[src/rtl/fetch_pkg.sv]
// Shared definitions for the instruction-fetch front end.
//   ILEN       : instruction width
//   PC_STEP    : byte increment between sequential fetches
//   FQ_XLEN    : PC width held in an instruction-queue entry (RV32)
//   fq_entry_t : one instruction-queue entry {instr, pc}
package fetch_pkg;

    localparam int ILEN    = 32;
    localparam int PC_STEP = 4;
    localparam int FQ_XLEN = 32;

    typedef struct packed {
        logic [ILEN-1:0]    instr;
        logic [FQ_XLEN-1:0] pc;
    } fq_entry_t;

endpackage

[src/rtl/fetch_sync_fifo.sv]
// Synchronous FIFO used both as the instruction queue and as the in-flight
// PC tag FIFO. DEPTH need not be a power of two; pointers wrap explicitly.
// Push into a full FIFO and pop from an empty FIFO are ignored. Flush empties
// the FIFO and overrides push/pop in the same cycle.
// Ports:
//   clk, reset_n : clock, asynchronous active-low reset (control state only)
//   push, wdata  : write request and data
//   pop          : remove head entry
//   flush        : discard all entries
//   rdata        : head entry (valid while count != 0)
//   count        : number of stored entries, 0..DEPTH
module fetch_sync_fifo #(
    parameter int WIDTH = 8,
    parameter int DEPTH = 4
) (
    input  logic                       clk,
    input  logic                       reset_n,
    input  logic                       push,
    input  logic                       pop,
    input  logic                       flush,
    input  logic [WIDTH-1:0]           wdata,
    output logic [WIDTH-1:0]           rdata,
    output logic [$clog2(DEPTH+1)-1:0] count
);

    localparam int AW = (DEPTH > 1) ? $clog2(DEPTH) : 1;
    localparam int CW = $clog2(DEPTH+1);

    logic [WIDTH-1:0] mem [DEPTH];
    logic [AW-1:0]    wr_ptr;
    logic [AW-1:0]    rd_ptr;
    logic [CW-1:0]    count_q;
    logic             do_push;
    logic             do_pop;

    function automatic logic [AW-1:0] next_ptr(input logic [AW-1:0] p);
        return (p == AW'(DEPTH-1)) ? '0 : p + 1'b1;
    endfunction

    assign do_push = push && (count_q != CW'(DEPTH));
    assign do_pop  = pop && (count_q != '0);
    assign rdata   = mem[rd_ptr];
    assign count   = count_q;

    always_ff @(posedge clk or negedge reset_n) begin
        if (!reset_n) begin
            wr_ptr  <= '0;
            rd_ptr  <= '0;
            count_q <= '0;
        end else if (flush) begin
            wr_ptr  <= '0;
            rd_ptr  <= '0;
            count_q <= '0;
        end else begin
            if (do_push) wr_ptr <= next_ptr(wr_ptr);
            if (do_pop)  rd_ptr <= next_ptr(rd_ptr);
            if (do_push && !do_pop)      count_q <= count_q + 1'b1;
            else if (do_pop && !do_push) count_q <= count_q - 1'b1;
        end
    end

    // Storage carries data only and is never reset; count gates its use.
    always_ff @(posedge clk) begin
        if (do_push && !flush) mem[wr_ptr] <= wdata;
    end

endmodule

[src/rtl/fetch_queue_frontend.sv]
// Decoupled instruction-fetch front end: fetch-PC register, up to
// MAX_OUTSTANDING pipelined imem requests, and a DEPTH-entry instruction
// queue feeding decode over valid/ready. Redirects flush the queue and
// squash in-flight responses.
// Optional build macro: FETCH_PERF_EN adds perf_fetched / perf_squashed.
// Ports:
//   clk, reset_n                  : clock, asynchronous active-low reset
//   imem_req_valid/ready/addr     : fetch request channel
//   imem_rsp_valid/data           : in-order response, no backpressure
//   redirect_valid/pc             : one-cycle redirect from execute
//   dec_valid/ready/instr/pc      : instruction queue head to decode
//   perf_fetched/perf_squashed    : saturating counters (FETCH_PERF_EN only)
//   o_empty, o_full               : queue occupancy flags
module fetch_queue_frontend
    import fetch_pkg::*;
#(
    parameter int              XLEN            = 32,
    parameter int              DEPTH           = 4,
    parameter int              MAX_OUTSTANDING = 2,
    parameter logic [XLEN-1:0] RESET_PC        = '0
) (
    input  logic            clk,
    input  logic            reset_n,
    output logic            imem_req_valid,
    input  logic            imem_req_ready,
    output logic [XLEN-1:0] imem_req_addr,
    input  logic            imem_rsp_valid,
    input  logic [31:0]     imem_rsp_data,
    input  logic            redirect_valid,
    input  logic [XLEN-1:0] redirect_pc,
    output logic            dec_valid,
    input  logic            dec_ready,
    output logic [31:0]     dec_instr,
    output logic [XLEN-1:0] dec_pc,
    output logic            o_empty,
`ifdef FETCH_PERF_EN
    output logic [31:0]     perf_fetched,
    output logic [31:0]     perf_squashed,
`endif
    output logic            o_full
);

    localparam int CW = $clog2(DEPTH+1);
    localparam int OW = $clog2(MAX_OUTSTANDING+1);

    logic [XLEN-1:0] fetch_pc;
    logic [OW-1:0]   drop_cnt;
    logic [OW-1:0]   tag_count;
    logic [OW-1:0]   outstanding;
    logic [CW-1:0]   q_count;
    logic [XLEN-1:0] tag_head;
    fq_entry_t       q_wdata;
    fq_entry_t       q_head;
    logic            credit_ok;
    logic            req_fire;
    logic            rsp_known;
    logic            rsp_drop;
    logic            rsp_live;
    logic            q_push;
    logic            q_pop;

    // The tag FIFO only holds PCs of live requests; squashed requests are
    // tracked by drop_cnt alone, so the two together give the in-flight total.
    assign outstanding = tag_count + drop_cnt;

    // A response is only meaningful if something is actually in flight;
    // anything else (stale pre-reset data, protocol error) is ignored.
    assign rsp_known = imem_rsp_valid && (outstanding != '0);
    assign rsp_drop  = imem_rsp_valid && (drop_cnt != '0);
    assign rsp_live  = imem_rsp_valid && (drop_cnt == '0) && (tag_count != '0);

    // Credit covers queue entries plus in-flight requests, so every response
    // that is eventually accepted is guaranteed a free queue slot.
    assign credit_ok = (32'(outstanding) < MAX_OUTSTANDING) &&
                       ((32'(q_count) + 32'(outstanding)) < DEPTH);

    assign imem_req_valid = reset_n && !redirect_valid && credit_ok;
    assign imem_req_addr  = fetch_pc;
    assign req_fire       = imem_req_valid && imem_req_ready;

    assign dec_valid = (q_count != '0);
    assign q_pop     = dec_valid && dec_ready && !redirect_valid;
    assign q_push    = rsp_live && !redirect_valid;
    assign q_wdata   = '{instr: imem_rsp_data, pc: FQ_XLEN'(tag_head)};

    // Outputs read zero while the queue is empty so reset state is clean
    // even though the queue storage itself is not reset.
    assign dec_instr = dec_valid ? q_head.instr : '0;
    assign dec_pc    = dec_valid ? XLEN'(q_head.pc) : '0;
    assign o_empty   = (q_count == '0);
    assign o_full    = (q_count == CW'(DEPTH));

    always_ff @(posedge clk or negedge reset_n) begin
        if (!reset_n) begin
            fetch_pc <= RESET_PC;
            drop_cnt <= '0;
        end else if (redirect_valid) begin
            fetch_pc <= redirect_pc & ~XLEN'(3);
            // Everything still in flight after this cycle's response is stale.
            drop_cnt <= outstanding - OW'(rsp_known);
        end else begin
            if (req_fire) fetch_pc <= fetch_pc + XLEN'(PC_STEP);
            if (rsp_drop) drop_cnt <= drop_cnt - 1'b1;
        end
    end

    fetch_sync_fifo #(
        .WIDTH ($bits(fq_entry_t)),
        .DEPTH (DEPTH)
    ) u_instr_queue (
        .clk     (clk),
        .reset_n (reset_n),
        .push    (q_push),
        .pop     (q_pop),
        .flush   (redirect_valid),
        .wdata   (q_wdata),
        .rdata   (q_head),
        .count   (q_count)
    );

    fetch_sync_fifo #(
        .WIDTH (XLEN),
        .DEPTH (MAX_OUTSTANDING)
    ) u_tag_fifo (
        .clk     (clk),
        .reset_n (reset_n),
        .push    (req_fire),
        .pop     (rsp_live),
        .flush   (redirect_valid),
        .wdata   (fetch_pc),
        .rdata   (tag_head),
        .count   (tag_count)
    );

`ifdef FETCH_PERF_EN
    logic [31:0] squash_inc;

    function automatic logic [31:0] sat_add(input logic [31:0] a, input logic [31:0] b);
        logic [32:0] s;
        s = {1'b0, a} + {1'b0, b};
        return s[32] ? '1 : s[31:0];
    endfunction

    // A discarded response (stale, or arriving with a redirect) plus every
    // queue entry thrown away by the flush.
    assign squash_inc = 32'(rsp_known && (rsp_drop || redirect_valid)) +
                        (redirect_valid ? 32'(q_count) : 32'd0);

    always_ff @(posedge clk or negedge reset_n) begin
        if (!reset_n) begin
            perf_fetched  <= '0;
            perf_squashed <= '0;
        end else begin
            perf_fetched  <= sat_add(perf_fetched, 32'(q_pop));
            perf_squashed <= sat_add(perf_squashed, squash_inc);
        end
    end
`endif

endmodule
[config.mk]
export PLATFORM = sky130hd
export DESIGN_NAME = fetch_queue_frontend
export DESIGN_NICKNAME = d
export VERILOG_FILES = /design/src/rtl/fetch_pkg.sv /design/src/rtl/fetch_sync_fifo.sv /design/src/rtl/fetch_queue_frontend.sv
export SDC_FILE = /design/constraint.sdc
export NUM_CORES = 1
export LEC_CHECK = 0
export ABC_AREA = 1
export ABC_CLOCK_PERIOD_IN_PS = 5000
export CAP_MARGIN = 40
export CORE_MARGIN = 10
export CORE_UTILIZATION = 55
export CTS_CLUSTER_SIZE = 16
export DETAILED_ROUTE_END_ITERATION = 8
export PLACE_DENSITY = 0.89
export SKIP_LAST_GASP = 1
export SLEW_MARGIN = 15
export SYNTH_ARGS = -nofsm -noshare
export SYNTH_HDL_FRONTEND = slang
export SYNTH_SLANG_ARGS = --single-unit
[constraint.sdc]
create_clock -name clk -period 5 [get_ports clk]
set_clock_uncertainty 0.05 [all_clocks]
set_input_delay 1 -clock clk [delete_from_list [all_inputs] [get_ports clk]]
set_output_delay 1 -clock clk [all_outputs]
set_load 0.02 [all_outputs]
==> impl_results.md, run 1 <==
* Setup Viol. Count Final at 0
* Worst-margin pin slew at 0.693 ns
* Peak supply drop at 0.298 mV
* Worst relative slew slack at 53.7%
* CTS tree: yes
* XOR/XNOR Fraction of Synth Area at 1.42%
* # port buffers at 163
* Total power at 0.00888 W
* Cell count after placement at 1808
* Worst reg2reg path startpoint: u_tag_fifo.count[0]
* Biggest area consumer among synthesized cells: edfxtp_1
* Iter 0 DRT Violations at 917
* Area contributors post-synth: edfxtp_1 62%, nor2_1 7.3%, dfrtp_1 7.2%
* Cell Chain, Critical Path: inv_2, buf_4, o21ai_0, a21oi_1, clkdlybuf4s50_1
* First-pass GRT wire length at 54.0 mm
* Hold Crit Start: imem_req_addr[26]
* Gr usage total at 20.1%
* Placer congestion estimate at 0.865
* Drt total wl at 34.5 mm
* Via count at 10309
* DR vias/cell at 5.53
* Worst EP required at 3.95 ns
* # rows at 60
* Final Core Density at 67.0%
* Post-Synth Adder-Cell Area at 0.978%
* Clk buf depth at 3
* Synthesis-stage register bit count at 351
* Max Slew Vio Count at 0
* Residual DRC at 0
* Core footprint at 26700 um^2
* Sequential share of the synthesized area at 69.5%
* DP Wirelength at 21.6 mm
* Max-cap violations at 0
* Compound-Gate Fraction of Synth Area at 7.86%
* Initial Utilization at 55.5%
* Hold Violations, Final at 0
* Min-Delay Path Depth at 0
* Final min period at 4.28 ns
* Chip Height at 184 um
* Vias in the first global route at 10386
* Top-area cell type share of the netlist area at 62.3%
* Nets at 1585
* Root buffer selected by CTS: clkbuf_16
* Worst Reg-to-Reg Cells at 17
* RSZ-0062 raised after global routing: false
* CP endpoint kind: output port
* Final WS setup at 0.721 ns
* Pre-CTS WS at 1.30 ns
* Period utilization at 85.6%
* Critical path peak fanout at 40
* Max frequency at 0.234 GHz
* Initial DRT Pass Iterations at 6
* Synth Instances at 1347
* Worst Hold End: u_tag_fifo.mem[0][26]
* Antenna violations before repair at 1
* Final std cells w/o fill at 1865
* Clock net sink count at 351
* Status: complete, no violations
* Reg-to-Reg End: u_tag_fifo.count[1]
* P&R area growth vs syn at 20.6%
* Pin count of the biggest net entering global routing at 63
* Min-delay worst type: register to register
* Htree depth at 2
* Die ar. at 34000 um^2
* Clk slew on worst S/H paths at 0.06 ns
* Ports at 170
* Routed WL per cell at 18.5 um
* Pleak at 6.54 nW
* Worst path slowest cell: clkdlybuf4s50_1
* Yosys warnings at 0
* Die W at 184 um
* Type of the worst setup path: register to output port
* Startpoint types: register
* TritonCTS buffer count at 35
* Largest family of logic cells by synthesized area: simple AND/OR/NAND/NOR gates
* Worst R2R Setup Slack at 2.25 ns
* Slowest stage delay, CP at 0.69 ns
* Share of layout cells above drive strength 1 at 5.98%
* Setup TNS at 0 ns
* Layout fillers at 1863
* Post-synthesis mux area share at 0%
* Synthesized area at 14800 um^2
* Netlist cell types at 38
* Final ANT Viol Nets at 0
* Hold_buf cts at 0
* Total gr overflow at 0
* Post-CTS Setup Inserts at 0
* Syn avg cell area at 11.0 um^2
* CP arrival at 3.23 ns
* Pwr dens at 496 nW/um^2
* Resize count post-CTS at 0
* Simple-gate share of the synthesized area at 16.2%
* Clock Latency Late Sink at 0.51 ns
## synth_stat cells, drive strengths merged
cell,n
a21oi,62
nor2,295
ha,10
xnor2,4
nand4,7
inv,75
edfxtp,308
o22ai,1
o21ai,144
fa,1
dfrtp,43
buf,25
a21boi,1
nor3,9
clkbuf,40
conb,1
nand2,250
nor4,1
o211ai,11
a31oi,1
o221ai,3
nand3,34
xor2,20
or3,1
## metal layers
layer  global-route usage [%]  up-vias  part of all wire (%)
met5                        0        -                     0
met4                     7.57        0                   2.9
met3                     4.69       71                   8.9
met2                     33.5      459                    48
met1                     25.1     4888                    40
li1                         -     4891                     -
## layout make-up
class	instances	area, um^2	share of cell area, %
sequential	351	10300	57.7
multi-input combinational	859	3980	22.2
timing repair buffer	182	1870	10.4
clock buffer	46	960	5.36
tap	341	427	2.38
inverter	75	284	1.59
clock inverter	10	52.6	0.294
antenna	1	2.50	0.0140
## through the flow
step           area [um^2]  hold WS (ns)
2_1_floorplan        14900         0.431
5_1_grt              17900         0.509
4_1_cts              17900         0.490
3_5_place_dp         16900         0.471
3_3_place_gp         16800         0.466
6_report             17900         0.487
## layout by cell type, fill, tap and decap left out, types with 6 or more instances in the layout
cell / n
nor2_4: 8
nand4_1: 6
nand3_1: 31
buf_4: 12
o21ai_0: 143
edfxtp_1: 308
dfrtp_1: 41
ha_1: 10
nor3_1: 8
o211ai_1: 11
clkbuf_1: 9
a21oi_1: 62
clkdlybuf4s50_1: 162
nand2_1: 247
inv_1: 70
clkbuf_16: 37
nor2_1: 283
xor2_1: 20
## cell families (layout without fill, tap and decap cells)
kind of cell | count (synthesis) | after routing
AOI/OAI and AO/OA | 223 | 223
xor gates and xnor gates | 24 | 24
adders and majority gates | 11 | 11
buffers and inverters | 140 | 313
DFF | 351 | 351
other | 1 | 5
and+or+nand+nor | 597 | 597
## worst max path at each step
stage	start	cells past startpoint	end
2_1_floorplan	redirect_valid	4	u_instr_queue.mem[0][10]
5_1_grt	u_instr_queue.rd_ptr[0]	5	dec_pc[18]
3_5_place_dp	u_instr_queue.rd_ptr[0]	5	dec_pc[18]
3_3_place_gp	u_instr_queue.rd_ptr[0]	5	dec_pc[18]
4_1_cts	u_instr_queue.rd_ptr[0]	5	dec_pc[18]
6_report	u_instr_queue.rd_ptr[0]	5	dec_pc[18]
## report_power, final
| group | switching (W) | internal [W] |
|---|---|---|
| clock network | 0.00100 | 0.00134 |
| logic | 0.00179 | 0.00110 |
| registers | 0.000199 | 0.00345 |
| total | 0.00299 | 0.00589 |
## critical path, delay by kind of cell, from the launching register on
kind,cells,cell delay (ns)
buf+inv,3,1.55
flops,1,0.66
compound gates,2,0.50
## flip-flops by register name, indices dropped and copies added, names as in the netlist
| signal | count |
|---|---|
| u_instr_queue.mem | 248 |
| u_tag_fifo.mem | 60 |
| imem_req_addr | 30 |
| u_instr_queue.count | 3 |
| drop_cnt | 2 |
| u_instr_queue.rd_ptr | 2 |
| u_instr_queue.wr_ptr | 2 |
| u_tag_fifo.count | 2 |
| u_tag_fifo.rd_ptr | 1 |
| u_tag_fifo.wr_ptr | 1 |
(Power assumes the default switching activity.)
==> run 2: changes to the inputs <==
--- a/config.mk
+++ b/config.mk
@@ -18,3 +18,4 @@
 export SYNTH_ARGS = -nofsm -noshare
 export SYNTH_HDL_FRONTEND = slang
 export SYNTH_SLANG_ARGS = --single-unit
+export TNS_END_PERCENT = 20
==> results of run 2 <==
No change in the layout: final DEF, timing and power equal those of run 1.
